## config.mk

```make
export PLATFORM = sky130hd
export DESIGN_NAME = redmule_job_scheduler
export DESIGN_NICKNAME = d
export VERILOG_FILES = /design/src/rtl/redmule_job_scheduler.sv
export SDC_FILE = /design/constraint.sdc
export NUM_CORES = 1
export LEC_CHECK = 0
export ABC_AREA = 0
export BUFFER_PORTS_ARGS = -buffer_cell sky130_fd_sc_hd__buf_2
export CAP_MARGIN = 20
export CORE_MARGIN = 2
export CORE_UTILIZATION = 35
export CTS_BUF_LIST = sky130_fd_sc_hd__clkbuf_4 sky130_fd_sc_hd__clkbuf_8
export CTS_CLUSTER_DIAMETER = 60
export CTS_CLUSTER_SIZE = 8
export DETAILED_ROUTE_END_ITERATION = 8
export PLACE_DENSITY = 0.58
export REMOVE_ABC_BUFFERS = 1
export SLEW_MARGIN = 15
export SYNTH_ARGS = -nofsm -noshare
export SYNTH_HDL_FRONTEND = slang
export SYNTH_SLANG_ARGS = --single-unit
```

## constraint.sdc

```tcl
create_clock -name clk_int -period 15.37 [get_ports clk_int]
set_input_delay 3.074 -clock clk_int [delete_from_list [all_inputs] [get_ports clk_int]]
set_output_delay 3.074 -clock clk_int [all_outputs]
set_load 0.005 [all_outputs]
```

## src/rtl/redmule_job_scheduler.sv

```systemverilog
// redmule_job_scheduler: queues packed jobs and streams each as config writes plus a trigger write.
// Ports: job_valid_i/job_ready_o/job_cfg_i job input; periph_* master write port;
// evt_done_i end-of-job event; start_cfg_o last-config pulse; busy_o/pending_o status.
// clk_int clock, rst_ni async active-low reset, clear_i sync clear.
module redmule_job_scheduler #(
  parameter int unsigned NumCfgRegs = 6,
  parameter int unsigned SysDataWidth = 32,
  parameter int unsigned QueueDepth = 2,
  parameter logic [SysDataWidth-1:0] CfgBaseAddr = 'h40,
  parameter logic [SysDataWidth-1:0] TriggerAddr = 'h00
) (
  input  logic                                 clk_int,
  input  logic                                 rst_ni,
  input  logic                                 clear_i,
  input  logic                                 job_valid_i,
  output logic                                 job_ready_o,
  input  logic [NumCfgRegs*SysDataWidth-1:0]   job_cfg_i,
  output logic                                 periph_req_o,
  output logic [SysDataWidth-1:0]              periph_add_o,
  output logic                                 periph_wen_o,
  output logic [SysDataWidth/8-1:0]            periph_be_o,
  output logic [SysDataWidth-1:0]              periph_data_o,
  output logic                                 periph_id_o,
  input  logic                                 periph_gnt_i,
  input  logic                                 evt_done_i,
  output logic                                 start_cfg_o,
  output logic                                 busy_o,
  output logic [$clog2(QueueDepth+1)-1:0]      pending_o
);
  localparam int unsigned PtrW = $clog2(QueueDepth);
  localparam int unsigned CntW = $clog2(QueueDepth+1);
  localparam int unsigned IdxW = NumCfgRegs > 1 ? $clog2(NumCfgRegs) : 1;
  localparam int unsigned JobW = NumCfgRegs*SysDataWidth;
  typedef enum logic [1:0] {Idle, WriteCfg, Trigger, Wait} state_e;
  state_e state_q, state_d;
  logic [IdxW-1:0] idx_q, idx_d;
  logic [PtrW-1:0] wptr_q, wptr_d, rptr_q, rptr_d;
  logic [CntW-1:0] cnt_q, cnt_d;
  logic [JobW-1:0] mem_q [QueueDepth];
  logic push, pop, in_wr, in_tr, last;
  always_comb begin
    in_wr = state_q == WriteCfg;
    in_tr = state_q == Trigger;
    job_ready_o = cnt_q < CntW'(QueueDepth);
    push = job_valid_i & job_ready_o;
    pop = in_tr & periph_gnt_i;
    last = in_wr & periph_gnt_i & (idx_q == IdxW'(NumCfgRegs-1));
    periph_req_o = in_wr | in_tr;
    periph_wen_o = 1'b0;
    periph_id_o = 1'b0;
    periph_be_o = periph_req_o ? '1 : '0;
    periph_add_o = in_wr ? CfgBaseAddr + (SysDataWidth'(idx_q) << 2) : in_tr ? TriggerAddr : '0;
    periph_data_o = in_wr ? mem_q[rptr_q][idx_q*SysDataWidth +: SysDataWidth] : '0;
    start_cfg_o = last;
    busy_o = state_q != Idle;
    pending_o = cnt_q;
    idx_d = (in_wr & periph_gnt_i) ? (last ? '0 : idx_q + IdxW'(1)) : idx_q;
    wptr_d = wptr_q + PtrW'(push);
    rptr_d = rptr_q + PtrW'(pop);
    cnt_d = cnt_q + CntW'(push) - CntW'(pop);
    state_d = state_q == Idle ? (cnt_q != '0 ? WriteCfg : Idle) :
              last ? Trigger :
              pop ? Wait :
              (state_q == Wait && evt_done_i) ? Idle : state_q;
  end
  always_ff @(posedge clk_int or negedge rst_ni) begin
    if (!rst_ni) begin
      state_q <= Idle;
      idx_q <= '0;
      wptr_q <= '0;
      rptr_q <= '0;
      cnt_q <= '0;
    end else if (clear_i) begin
      state_q <= Idle;
      idx_q <= '0;
      wptr_q <= '0;
      rptr_q <= '0;
      cnt_q <= '0;
    end else begin
      state_q <= state_d;
      idx_q <= idx_d;
      wptr_q <= wptr_d;
      rptr_q <= rptr_d;
      cnt_q <= cnt_d;
    end
  end
  always_ff @(posedge clk_int) begin
    if (push) mem_q[wptr_q] <= job_cfg_i;
  end
endmodule

```

==> flow_metrics.env <==
export IMPL_status="finished clean"
export IMPL_row_count=77
export IMPL_wl_met1_microns=14500
export IMPL_grt_usage=0.147
export IMPL_ios=274
export IMPL_ys_async_sr_fraction=0.0229
export IMPL_synth_ff_type="edfxtp_1"
export IMPL_max_stage_delay_ns=0.28
export IMPL_ctsResizeCount=0
export IMPL_crit_fanout=6
export IMPL_max_freq_mhz=149
export IMPL_dr_wl_met3_microns=2380
export IMPL_cp_top_family="simple AND/OR/NAND/NOR gates"
export IMPL_drt_first_iter_violations=428
export IMPL_drive_above_1_share=0.437
export IMPL_grt_pass1_wl_microns=50500
export IMPL_crit_path_cell_trace="buf_2 -> and4_1 -> buf_2"
export IMPL_clk_pin_slew_worst_paths_ns=0.07
export IMPL_grt_max_degree=71
export IMPL_critPathArrivalTime_ns=3.62
export IMPL_crit_top_cell="buf_2"
export IMPL_worst_skew_pair_late_latency_ns=0.65
export IMPL_area_sequential_sq_um=11800
export IMPL_ir_drop_mv=0.0725
export IMPL_cts_tree="done"
export IMPL_max_cap_viol_count=0
export IMPL_p_leak_nw=6.27
export IMPL_post_drt_wl_per_cell_microns=20.4
export IMPL_synth_edf_count=384
export IMPL_critPathCaptureType="output port"
export IMPL_avgViaCountPerCell=4.81
export IMPL_maxSlewHeadroom=0.323
export IMPL_dp_slack_ns=8.67
export IMPL_numPortBuffers=243
export IMPL_fin_crit_ns=6.70
export IMPL_hold_viol_final=0
export IMPL_rsz0062_at_grt="no"
export IMPL_multi_input_area_sq_um=3340
export IMPL_final_common_cell="edfxtp_1"
export IMPL_ys_seq_area_frac=0.759
export IMPL_start_util=0.352
export IMPL_firstDrtPassIters=4
export IMPL_grt_pass1_vias=8543
export IMPL_startpoint_type="input pin"
export IMPL_vias=7999
export IMPL_core_area_sq_um=43900
export IMPL_hold_buffers=0
export IMPL_highest_signal_layer="met5"
export IMPL_power_density_nw_per_um2=123
export IMPL_fin_nets=1252
export IMPL_setup_viol=0
export IMPL_htreeDepth=2
export IMPL_synth_seq_cells=393
export IMPL_total_power_mw=2.23
export IMPL_grt_overflow_total=0
export IMPL_synth_area_sq_um=15500
export IMPL_hold_class="reg -> reg"
export IMPL_clock_skew_ns=0.0288
export IMPL_cp_required_ns=12.30
export IMPL_wl_met2_microns=16000
export IMPL_cts_setup_buffers=0
export IMPL_worst_path_buf_inv=2
export IMPL_path_class="in -> out"
export IMPL_globalplace_congestion=0.751
export IMPL_tns_ns=0
export IMPL_fillers=4039
export IMPL_drc=0
export IMPL_area_growth_pct=17.3
export IMPL_synth_cells=781
export IMPL_die_x_microns=214
export IMPL_crit_cells=3
export IMPL_clock_tree_buffer_depth=3
export IMPL_layout_setup_ws_ns=8.67
export IMPL_ff2ff_path_depth=3
export IMPL_die_height_microns=214
export IMPL_cp_slowest_cell="and4_1"
export IMPL_netlist_cell_type_count=40
export IMPL_antenna_found_initial=17
export IMPL_hpwl_microns=19800
export IMPL_final_max_slew_violation_count=0
export IMPL_cts_sinks=393
export IMPL_routed_wl_microns=33900
export IMPL_fp_dieArea_sq_um=45900
export IMPL_cts_buffers=56
export IMPL_tightest_slew_ns=1.01
export IMPL_yosysWarningCount=0
export IMPL_layout_common_cells="384 x edfxtp_1, 243 x buf_2, 64 x mux4_2, 62 x mux2_2, 57 x clkbuf_8"
export IMPL_avgSynthCellArea_sq_um=19.8
export IMPL_ant_nets=0
export IMPL_root_buffer="clkbuf_8"
export IMPL_holdPathStages=2
export IMPL_fin_crit_sh=0.436
==> synth_stat cells (all sizes together), types with 2 or more instances <==
master	number	area share
o21ai	2	0.00065
nand2b	2	0.00081
nor3	2	0.00065
dfrtp	9	0.015
o31ai	31	0.015
a21oi	5	0.0016
ha	9	0.0073
buf	59	0.028
nand2	37	0.0090
clkbuf	18	0.0044
or3	2	0.00081
o22ai	31	0.013
edfxtp	384	0.74
mux4	64	0.093
a211oi	2	0.00097
inv	6	0.0015
and2	3	0.0012
nor2	35	0.0085
nor2b	3	0.0012
mux2	62	0.045
==> cells by family after synthesis <==
group | Yosys count | share of synthesized area
and+or+nand+nor | 90 | 0.0253
muxes | 127 | 0.139
AOI/OAI and AO/OA | 76 | 0.0340
adders and majority gates | 9 | 0.00727
buffers and inverters | 83 | 0.0339
other | 1 | 0.000242
xor gates and xnor gates | 2 | 0.00113
DFF | 393 | 0.759
==> tightest hold or removal path, delay by kind of cell, from the launching register on <==
| family | cells | cell delay [ns] |
|---|---|---|
| DFF | 1 | 0.42 |
| AOI/OAI and AO/OA | 2 | 0.15 |
==> state kept, by name (all words and copies together), names as in the netlist <==
signal	flops
mem_q	384
idx_q	3
pending_o	2
state_q	2
rptr_q	1
wptr_q	1
==> stage by stage <==
| stage | area (sq um) | hold slack [ns] | instances | utilization |
|---|---|---|---|---|
| final | 18200 | 0.614 | 1662 | 0.413 |
| after global routing | 18100 | 0.667 | 1656 | 0.413 |
| after CTS | 18100 | 0.623 | 1650 | 0.413 |
| after detailed placement | 17200 | 0.612 | 1579 | 0.391 |
| after global placement | 17200 | 0.592 | 1578 | 0.391 |
| after floorplan | 15100 | 0.544 | 733 | - |
==> final timing paths <==
path / startpoint / to / slack, ns
max in group asynchronous: rst_ni / rptr_q$_DFF_PN0_ / 12.87
max reg2reg: pending_o[1]$_DFF_PN0_ / mem_q[1][177]$_DFFE_PP_ / 12.36
min in group asynchronous: rst_ni / idx_q[2]$_DFFE_PN0P_ / 2.29
min: idx_q[2]$_DFFE_PN0P_ / idx_q[2]$_DFFE_PN0P_ / 0.61
min reg2reg: idx_q[2]$_DFFE_PN0P_ / idx_q[2]$_DFFE_PN0P_ / 0.61
max: periph_gnt_i / start_cfg_o / 8.67
==> report_power, final <==
group	switching (mW)	internal, mW	total [mW]
logic	0.104	0.0747	0.179
registers	0.0190	1.27	1.29
clock network	0.370	0.389	0.760
total	0.493	1.74	2.23
==> final cells by class <==
class | count | area share
multi-input combinational | 334 | 0.184
clock buffer | 66 | 0.0469
clock inverter | 5 | 0.00517
antenna | 12 | 0.00165
sequential | 393 | 0.648
tap | 592 | 0.0408
timing repair buffer | 254 | 0.0722
inverter | 6 | 0.00124
==> metal layers <==
metal,track usage,vias up
met3,0.0462,79
li1,-,3602
met1,0.187,4041
met4,0.0600,14
met2,0.235,263
met5,0,-
Power figures use the tool's default switching activity.
